==> config.mk <==
export PLATFORM = sky130hd
export DESIGN_NAME = mem_dump_tx
export DESIGN_NICKNAME = d
export VERILOG_FILES = /design/src/rtl/mem_dump_tx.sv
export SDC_FILE = /design/constraint.sdc
export NUM_CORES = 1
export LEC_CHECK = 0
export CAP_MARGIN = 40
export CORE_MARGIN = 4
export CORE_UTILIZATION = 51
export DETAILED_ROUTE_END_ITERATION = 7
export PLACE_DENSITY_LB_ADDON = 0.12
export SLEW_MARGIN = 40
export SYNTH_ARGS = -nofsm -noshare
export SYNTH_HDL_FRONTEND = slang
export SYNTH_SLANG_ARGS = --single-unit
==> constraint.sdc <==
create_clock -name clk_i -period 5.63 [get_ports clk_i]
set_input_delay 1.689 -clock clk_i [delete_from_list [all_inputs] [get_ports clk_i]]
set_output_delay 1.689 -clock clk_i [all_outputs]
set_load 0.05 [all_outputs]
==> src/rtl/mem_dump_tx.sv <==
// Memory read-back streamer: reads word_count 64-bit words from port b starting at base_addr
// and emits each one as 8 bytes, LSB first, on the SPART transmit strobe gated by tbr.
module mem_dump_tx #(
    parameter int ADDR_W = 14,
    parameter int CNT_W  = 15
) (
    input  logic              clk_i,
    input  logic              rst_i,
    input  logic              start_i,
    input  logic [ADDR_W-1:0] base_addr_i,
    input  logic [CNT_W-1:0]  word_count_i,
    output logic              enb_o,
    output logic              web_o,
    output logic [ADDR_W-1:0] addrb_o,
    input  logic [63:0]       doutb_i,
    input  logic              tbr_i,
    output logic              tx_wr_o,
    output logic [7:0]        tx_data_o,
    output logic              busy_o,
    output logic              done_o
);

    typedef enum logic [2:0] {
        S_IDLE,
        S_RD,
        S_WAIT,
        S_SEND,
        S_GAP,
        S_DONE
    } state_t;

    state_t            state_q;
    logic [ADDR_W-1:0] addr_q;
    logic [CNT_W-1:0]  remaining_q;
    logic [63:0]       shift_q;
    logic [3:0]        byte_cnt_q;
    logic              enb_q;
    logic              tx_wr_q;
    logic [7:0]        tx_data_q;
    logic              busy_q;
    logic              done_q;

    always_ff @(posedge clk_i or posedge rst_i) begin
        if (rst_i) begin
            state_q     <= S_IDLE;
            addr_q      <= '0;
            remaining_q <= '0;
            shift_q     <= '0;
            byte_cnt_q  <= '0;
            enb_q       <= 1'b0;
            tx_wr_q     <= 1'b0;
            tx_data_q   <= 8'h00;
            busy_q      <= 1'b0;
            done_q      <= 1'b0;
        end else begin
            done_q <= 1'b0;
            case (state_q)
                S_IDLE: begin
                    if (start_i) begin
                        addr_q      <= base_addr_i;
                        remaining_q <= word_count_i;
                        if (word_count_i == '0) begin
                            state_q <= S_DONE;
                            done_q  <= 1'b1;
                        end else begin
                            state_q <= S_RD;
                            enb_q   <= 1'b1;
                            busy_q  <= 1'b1;
                        end
                    end
                end
                S_RD: begin
                    enb_q   <= 1'b0;
                    state_q <= S_WAIT;
                end
                S_WAIT: begin
                    shift_q    <= doutb_i;
                    byte_cnt_q <= 4'd0;
                    state_q    <= S_SEND;
                end
                S_SEND: begin
                    if (tbr_i) begin
                        tx_data_q  <= shift_q[7:0];
                        tx_wr_q    <= 1'b1;
                        shift_q    <= {8'h00, shift_q[63:8]};
                        byte_cnt_q <= byte_cnt_q + 4'd1;
                        state_q    <= S_GAP;
                    end
                end
                S_GAP: begin
                    // The strobe itself marks the first gap cycle; tbr is ignored for both
                    // cycles while the SPART drops its ready flag.
                    if (tx_wr_q) begin
                        tx_wr_q <= 1'b0;
                    end else if (byte_cnt_q != 4'd8) begin
                        state_q <= S_SEND;
                    end else if (remaining_q > CNT_W'(1)) begin
                        addr_q      <= addr_q + ADDR_W'(1);
                        remaining_q <= remaining_q - CNT_W'(1);
                        enb_q       <= 1'b1;
                        state_q     <= S_RD;
                    end else begin
                        done_q  <= 1'b1;
                        state_q <= S_DONE;
                    end
                end
                S_DONE: begin
                    busy_q  <= 1'b0;
                    state_q <= S_IDLE;
                end
                default: state_q <= S_IDLE;
            endcase
        end
    end

    assign enb_o     = enb_q;
    assign web_o     = 1'b0;
    assign addrb_o   = addr_q;
    assign tx_wr_o   = tx_wr_q;
    assign tx_data_o = tx_data_q;
    assign busy_o    = busy_q;
    assign done_o    = done_q;

endmodule

==> results of run 1 <==
layer usage:
metal  vias up  routed length, um  track usage
met5         -                  0            0
met4         0                127       0.0537
met3        10                747       0.0594
met2       142               6670        0.346
met1      2274               6430        0.307
li1       2369                  -            -
Yosys cell counts (all sizes together), types with 2 or more instances:
master,n
a21oi,88
a22oi,4
a2bb2oi,5
a311oi,2
a31oi,2
and2,2
and4,2
buf,21
clkbuf,21
dfrtp,112
ha,5
inv,11
mux2i,57
nand2,74
nand2b,3
nand3,19
nand4,3
nor2,76
nor2b,6
nor3,8
nor4,11
o21ai,28
o22ai,16
o2bb2ai,3
o31a,2
o31ai,4
o32ai,2
or2,2
or3,5
or3b,2
or4,2
xor2,2
critical path: stages:
cell,delay (ns)
clkdlybuf4s50_1,0.54
or4b_1,0.60
o31ai_4,0.26
o31a_2,0.61
a21oi_1,0.14
a21oi_1,0.14
power groups by stage:
stage,Combinational (mW),Clock [mW],Sequential (mW)
finish,1.88,0.502,1.52
detailed placement,1.88,0,1.53
floorplan,1.16,0,1.73
global route,2.08,0.549,1.58
CTS,1.89,0.518,1.51
global placement,1.81,0,1.51
area by class of cell:
class	count	area [sq um]
clock buffers	13	169
clock inverters	2	37.5
fillers	922	3700
inverters	11	48.8
multi-input cells	450	2700
flip-flops and latches	112	2800
well taps	140	175
repair buffers	126	1250
sequential cells by signal, summed over array words and instances (netlist names):
| signal | cells |
|---|---|
| addrb_o | 14 |
| done_o | 1 |
| busy_o | 1 |
| state_q | 3 |
| byte_cnt_q | 4 |
| remaining_q | 15 |
| enb_o | 1 |
| tx_data_o | 8 |
| shift_q | 64 |
| tx_wr_o | 1 |
stage by stage:
stage	std cells	setup slack (ns)
CTS	854	1.71
detailed placement	839	1.29
global route	854	1.84
finish	854	1.96
floorplan	615	0.982
global placement	839	1.34
kinds of logic (layout without fill, tap and decap cells):
logic type      count (synthesis)  after routing  share of synthesized area
mux                            57             57                      0.100
simple gates                  220            220                      0.175
other cells                     1              1                   0.000658
fa+ha+maj                       5              5                     0.0110
buf+inv                        53            152                     0.0419
compound gates                165            165                      0.176
xor+xnor                        2              2                    0.00307
flops                         112            112                      0.492
worst paths after layout:
| path | from | depth (start not counted) | slack (ns) | end |
|---|---|---|---|---|
| worst max-delay path | start_i | 6 | 1.96 | addrb_o[10] |
| worst min-delay path | shift_q[0] | 2 | 0.47 | tx_data_o[0] |
| worst max register to register | state_q[0] | 6 | 2.69 | addrb_o[10] |
| worst min register to register | shift_q[0] | 2 | 0.47 | tx_data_o[0] |
| max in group asynchronous | rst_i | 3 | 3.19 | shift_q[42] |
| min in group asynchronous | rst_i | 2 | 1.76 | remaining_q[11] |
==> impl_metrics.json, run 1 <==
{
  "status": "finished, final reports clean",
  "required_ns": 5.94,
  "drt-initial-drc-count": 248,
  "antenna_found_initial": 0,
  "cts_root_buffer": "clkbuf_8",
  "synth_area_leaders": "dfrtp_1, mux2i_1, a21oi_1, nor2_1, nand2_1",
  "final_area_sq_mm": 0.00719,
  "power_mw": 3.90,
  "pwr-share-comb": 0.482,
  "core_area_sq_mm": 0.0109,
  "htree_num_levels": 3,
  "final_common_cell": "clkdlybuf4s50_1",
  "finalMaxSlewViolations": 0,
  "dpl-instance-area_sq_mm": 0.00697,
  "synth.top_cell.area_share": 0.492,
  "cts-buffers-inserted": 9,
  "final_hold_viol_count": 0,
  "synth_area_sq_mm": 0.00570,
  "cap_violations": 0,
  "dieArea_sq_mm": 0.0129,
  "finalNetCount": 812,
  "clkSinkCount": 112,
  "fp-row-count": 38,
  "tightest_slew_ns": 0.793,
  "grt_usage": 0.220,
  "cp_data_arrival_time_ns": 3.98,
  "place_congestion": 0.812,
  "ys_ff_latch": 112,
  "die_h_um": 114,
  "drt-pass1-iter-count": 4,
  "switchingPower_mw": 1.74,
  "clock_power_share": 0.129,
  "seqPwrFrac": 0.389,
  "fmax_mhz": 272,
  "grt_overflow": 0,
  "period_share": 0.652,
  "die_w_um": 114,
  "initial_core_util": 0.523,
  "critPathKind": "input pin to flip-flop",
  "cp-start-kind": "input pin",
  "period_needed_ns": 3.67,
  "final_util": 0.660,
  "drt.antenna.violating_nets": 0,
  "drc": 0,
  "grt_max_degree": 114,
  "final_cell_mix": "clkdlybuf4s50_1, dfrtp_1, a21oi_1, nor2_1, nand2_1",
  "synth_warnings": 0,
  "finalClockSkew_ns": 0.00709,
  "ir_drop_mv": 0.413,
  "drive_above_1_share": 0.0504,
  "syn_to_final_growth_pct": 26.2,
  "syn_nets": 717,
  "ctsHoldBuffers": 0,
  "min_path_type": "flip-flop to flip-flop",
  "cp-end-kind": "flip-flop",
  "crit_fanout": 21,
  "grt_pass1_vias": 4760,
  "p_per_area_mw_per_mm2": 543,
  "clockBufferDepth": 2,
  "hpwl_um": 9660,
  "seq_area_frac_synth": 0.492,
  "holdWs_ns": 0.474,
  "clock_latency_ns": 0.38,
  "synth-edff-count": 0,
  "portBuffers": 122,
  "avgSynthCellArea_sq_um": 9.26,
  "sw_frac_of_total": 0.446,
  "synth_cell_types": 60,
  "viasPerCell": 5.61,
  "totalWireLength_um": 14000,
  "p_int_mw": 2.16,
  "vias": 4795,
  "p_leak_nw": 3.14,
  "cts_tree": "yes",
  "synth-main-ff-cell": "dfrtp_1",
  "synth_top_area_cell": "dfrtp_1",
  "ctsResizeCount": 0,
  "path_clk_slew_ns": 0.09,
  "rsz0062_at_grt": "false",
  "setup_viol": 0,
  "finalSetupTns_ns": 0,
  "wl_per_cell_um": 16.4,
  "post_cts_buffers": 0,
  "syn_inst": 615,
  "io-pin-count": 124,
  "grt_pass1_wl_um": 23000,
  "antenna_cells": 0,
  "relSlewSlack": 0.471,
  "synthArstFlopShare": 1.00
}
No activity file was read; power rests on OpenSTA's default activity.
==> inputs of run 2 (changes only) <==
clock period = 3.8 ns   (was 5.63 ns; I/O delays follow)
==> run 2 against run 1 <==
Clock-buffer cell count is 2 lower. Sequential share of layout area decreased by 0.50 points. Die area stayed put. Global-route usage grew 0.29 points. Sequential cell count stayed put. Non-clock buffer count up 7. Register-to-register slack got worse by 1.6 ns. Critical path type unchanged.
==> impl_metrics.json, run 2 (synthesis gave the netlist of run 1 again) <==
{
  "clkSinkCount": 112,
  "finalSetupTns_ns": 0,
  "status": "finished, final reports clean",
  "hpwl_um": 10200,
  "crit_fanout": 17,
  "min_path_type": "flip-flop to flip-flop",
  "setup_viol": 0,
  "fillers": 920,
  "cp-end-kind": "flip-flop",
  "rsz0062_at_grt": "false",
  "drt.antenna.violating_nets": 0,
  "fp-row-count": 38,
  "worstRegToRegCells": 6,
  "dieArea_sq_mm": 0.0129,
  "grt_overflow": 0,
  "place_congestion": 0.839,
  "grt_pass1_vias": 4769,
  "die_h_um": 114,
  "crit_end": "addrb_o[7]",
  "period_share": 0.798,
  "final_common_cell": "clkdlybuf4s50_1",
  "finalClockSkew_ns": 0.0129,
  "final_hold_viol_count": 0,
  "grt_max_degree": 57,
  "tightest_slew_ns": 0.804,
  "initial_core_util": 0.523,
  "relSlewSlack": 0.464,
  "htree_num_levels": 3,
  "final_util": 0.669,
  "totalWireLength_um": 14100,
  "post_cts_buffers": 0,
  "clock_power_share": 0.137,
  "dp_slack_ns": 0.400,
  "seqPwrFrac": 0.381,
  "critPathKind": "input pin to flip-flop",
  "cp-start-kind": "input pin",
  "period_needed_ns": 3.03,
  "drt-pass1-iter-count": 4,
  "grt_usage": 0.223,
  "finalNetCount": 819,
  "vias": 4841,
  "required_ns": 4.10,
  "clock_latency_ns": 0.38,
  "syn_to_final_growth_pct": 27.8,
  "drt-initial-drc-count": 301,
  "worstReg2RegStart": "state_q[2]",
  "reg2reg_setup_slack_ns": 1.14,
  "cts_tree": "yes",
  "switchingPower_mw": 2.60,
  "drc": 0,
  "startpoint": "start_i",
  "path_clk_slew_ns": 0.10,
  "die_w_um": 114,
  "antenna_cells": 0,
  "antenna_found_initial": 0,
  "ir_drop_mv": 0.517,
  "fmax_mhz": 330,
  "drive_above_1_share": 0.0568,
  "cts_root_buffer": "clkbuf_8",
  "finalMaxSlewViolations": 0,
  "setup_ws_ns": 0.768,
  "regMostFlops": "shift_q",
  "viasPerCell": 5.62,
  "wl_per_cell_um": 16.3,
  "p_per_area_mw_per_mm2": 812,
  "largest_reg_flops": 64,
  "crit-reg2reg-capture": "shift_q[15]",
  "sw_frac_of_total": 0.440,
  "final_cell_mix": "clkdlybuf4s50_1, dfrtp_1, a21oi_1, nor2_1, nand2_1",
  "io-pin-count": 124,
  "cp_data_arrival_time_ns": 3.33,
  "core_area_sq_mm": 0.0109,
  "ctsResizeCount": 0,
  "p_int_mw": 3.31,
  "pwr-share-comb": 0.482,
  "clockBufferDepth": 2,
  "cap_violations": 0,
  "p_leak_nw": 3.19,
  "portBuffers": 122,
  "grt_pass1_wl_um": 23300,
  "cts-buffers-inserted": 9,
  "ctsHoldBuffers": 0
}
run 2: layout make-up:
type	count	area (sq um)	share of cell area
multi-input cells	450	2680	0.368
clock inverters	5	86.3	0.0119
clock buffers	11	151	0.0208
inverters	11	45.0	0.00619
well taps	140	175	0.0241
flip-flops and latches	112	2800	0.385
repair buffers	133	1340	0.184
run 2: worst min-delay path by stage:
| stage | cells after the start | slack [ns] | endpoint | from |
|---|---|---|---|---|
| 2_1_floorplan | 2 | 0.44 | tx_data_o[0] | shift_q[0] |
| 3_3_place_gp | 2 | 0.45 | tx_data_o[7] | shift_q[7] |
| 3_5_place_dp | 2 | 0.45 | tx_data_o[7] | shift_q[7] |
| 4_1_cts | 2 | 0.48 | tx_data_o[7] | shift_q[7] |
| 5_1_grt | 2 | 0.51 | tx_data_o[7] | shift_q[7] |
| 6_report | 2 | 0.48 | tx_data_o[6] | shift_q[6] |
run 2: metrics by stage:
stage | cells | hold slack (ns) | total power [mW] | area, sq um
6_report | 862 | 0.477 | 5.91 | 7280
5_1_grt | 862 | 0.505 | 6.36 | 7280
4_1_cts | 862 | 0.476 | 5.95 | 7280
3_5_place_dp | 846 | 0.453 | 5.13 | 7040
3_3_place_gp | 846 | 0.451 | 5.01 | 7040
2_1_floorplan | 615 | 0.439 | 4.29 | 5700
run 2: power by group through the flow:
stage          registers [mW]  clock network, mW  logic, mW
3_5_place_dp             2.27                  0       2.86
2_1_floorplan            2.56                  0       1.73
5_1_grt                  2.34              0.883       3.14
4_1_cts                  2.25              0.836       2.87
6_report                 2.25              0.811       2.85
3_3_place_gp             2.24                  0       2.77
run 2: routing by layer:
layer / GRT usage / part of all wire
met1: 0.317 / 0.47
met2: 0.347 / 0.47
met3: 0.0531 / 0.053
met4: 0.0569 / 0.011
met5: 0 / 0
run 2: critical path, stage by stage:
cell,delay (ns)
clkdlybuf4s50_1,0.55
or4b_1,0.57
o31ai_4,0.25
o31a_1,0.41
buf_12,0.19
a21oi_1,0.07
a31oi_1,0.14
==> inputs of run 3 (changes only) <==
CORE_UTILIZATION = 46   (was 51)
clock period = 2.7 ns   (was 3.8 ns; I/O delays follow)
==> run 3 against run 2 <==
Sequential share of layout area down 1.0 points. First-iteration DRC count up 6.3%. Critical endpoint is now tx_wr_o. Combinational power up 47%. Register-to-register slack worse by 0.90 ns. Clock skew down 0.0072 ns. Routed wire length up 2.2%. Cell count up 4.5%. Utilization down 4.8 points. Critical path type is now flip-flop to output port.
==> impl_metrics.json, run 3 (synthesis gave the netlist of run 1 again) <==
{
  "post_cts_buffers": 0,
  "ctsResizeCount": 0,
  "clockBufferDepth": 2,
  "cp-start-kind": "flip-flop",
  "fmax_mhz": 393,
  "cap_violations": 0,
  "path_clk_slew_ns": 0.07,
  "grt_pass1_wl_um": 23500,
  "grt_pass1_vias": 4820,
  "cts_tree": "yes",
  "drt.antenna.violating_nets": 0,
  "io-pin-count": 124,
  "grt_use_met2": 0.325,
  "die_h_um": 119,
  "clock_latency_ns": 0.35,
  "clkSinkCount": 112,
  "top_usage_layer": "met2",
  "place_congestion": 0.848,
  "portBuffers": 122,
  "required_ns": 1.89,
  "viasPerCell": 5.43,
  "cp-end-kind": "output port",
  "dieArea_sq_mm": 0.0142,
  "holdWs_ns": 0.471,
  "fp-row-count": 40,
  "period_needed_ns": 2.55,
  "grt_usage": 0.204,
  "syn_to_final_growth_pct": 31.4,
  "final_hold_viol_count": 0,
  "clock_power_share": 0.158,
  "antenna_cells": 0,
  "sw_frac_of_total": 0.428,
  "use_met1": 0.279,
  "finalMaxSlewViolations": 0,
  "min_path_type": "flip-flop to flip-flop",
  "critPathKind": "flip-flop to output port",
  "finalNetCount": 830,
  "die_w_um": 119,
  "seqPwrFrac": 0.359,
  "totalWireLength_um": 14400,
  "drt-pass1-iter-count": 5,
  "initial_core_util": 0.472,
  "tightest_slew_ns": 0.714,
  "hpwl_um": 10400,
  "crit_chain": "clkdlybuf4s50_1",
  "wl_per_cell_um": 16.0,
  "largest_reg_flops": 64,
  "antenna_found_initial": 0,
  "vias": 4892,
  "period_share": 0.943,
  "setup_viol": 0,
  "drt-initial-drc-count": 320,
  "finalClockSkew_ns": 0.00577,
  "p_per_area_mw_per_mm2": 1160,
  "regMostFlops": "shift_q",
  "slowest_stage": "clkdlybuf4s50_1",
  "final_cell_mix": "clkdlybuf4s50_1, dfrtp_1, a21oi_1, nor2_1, nand2_1",
  "p_int_mw": 4.96,
  "cts-buffers-inserted": 9,
  "ctsHoldBuffers": 0,
  "p_leak_nw": 3.29,
  "grt_overflow": 0,
  "switchingPower_mw": 3.71,
  "worst-path-buf-inv": 1,
  "cts_root_buffer": "clkbuf_16",
  "relSlewSlack": 0.520,
  "rsz0062_at_grt": "false",
  "cp_data_arrival_time_ns": 1.74,
  "grt_max_degree": 113,
  "htree_num_levels": 3,
  "drive_above_1_share": 0.0709,
  "crit_family": "buffers and inverters",
  "grtUsageMet3": 0.0541,
  "drc": 0,
  "pwr-share-comb": 0.483,
  "final_common_cell": "clkdlybuf4s50_1",
  "cpPeakStageDelay_ns": 0.87,
  "crit_fanout": 8,
  "ir_drop_mv": 0.637,
  "status": "finished, final reports clean",
  "finalSetupTns_ns": 0,
  "core_area_sq_mm": 0.0121
}
==> run 3: path summary, 6_finish.rpt <==
path	start	slack [ns]	cells after the start	end
worst max-delay path	tx_wr_o	0.15	1	tx_wr_o
worst min-delay path	shift_q[3]	0.47	2	tx_data_o[3]
worst max register to register	remaining_q[8]	0.24	5	addrb_o[6]
worst min register to register	shift_q[3]	0.47	2	tx_data_o[3]
max in group asynchronous	rst_i	1.28	3	shift_q[26]
min in group asynchronous	rst_i	0.99	3	remaining_q[8]
==> run 3: per-stage QoR <==
step	total power [mW]	utilization	instances	setup slack [ns]	instance area, sq um
6_report	8.67	0.621	901	0.153	7480
4_1_cts	8.74	0.621	901	0.136	7480
3_5_place_dp	7.34	0.595	885	-0.0685	7180
2_1_floorplan	6.04	-	615	0.533	5700
3_3_place_gp	7.20	0.595	885	0.00461	7180
5_1_grt	9.31	0.621	901	0.0602	7480
==> run 3: metal layers <==
layer | vias up | part of all wire
met3 | 11 | 0.049
met4 | 0 | 0.010
met1 | 2358 | 0.46
met5 | - | 0
li1 | 2412 | -
met2 | 111 | 0.48
==> run 3: area by class of cell <==
| type | count | area [sq um] |
|---|---|---|
| Fill cell | 1033 | 4580 |
| Sequential cell | 112 | 2800 |
| Multi-Input combinational cell | 450 | 2670 |
| Timing Repair Buffer | 144 | 1450 |
| Clock buffer | 11 | 253 |
| Tap cell | 168 | 210 |
| Clock inverter | 5 | 53.8 |
| Inverter | 11 | 45.0 |
==> run 3: power by group through the flow <==
stage / logic [mW] / registers (mW) / clock network, mW
6_report: 4.18 / 3.11 / 1.37
5_1_grt: 4.61 / 3.23 / 1.47
4_1_cts: 4.22 / 3.11 / 1.41
3_5_place_dp: 4.20 / 3.14 / 0
3_3_place_gp: 4.10 / 3.10 / 0
2_1_floorplan: 2.43 / 3.61 / 0
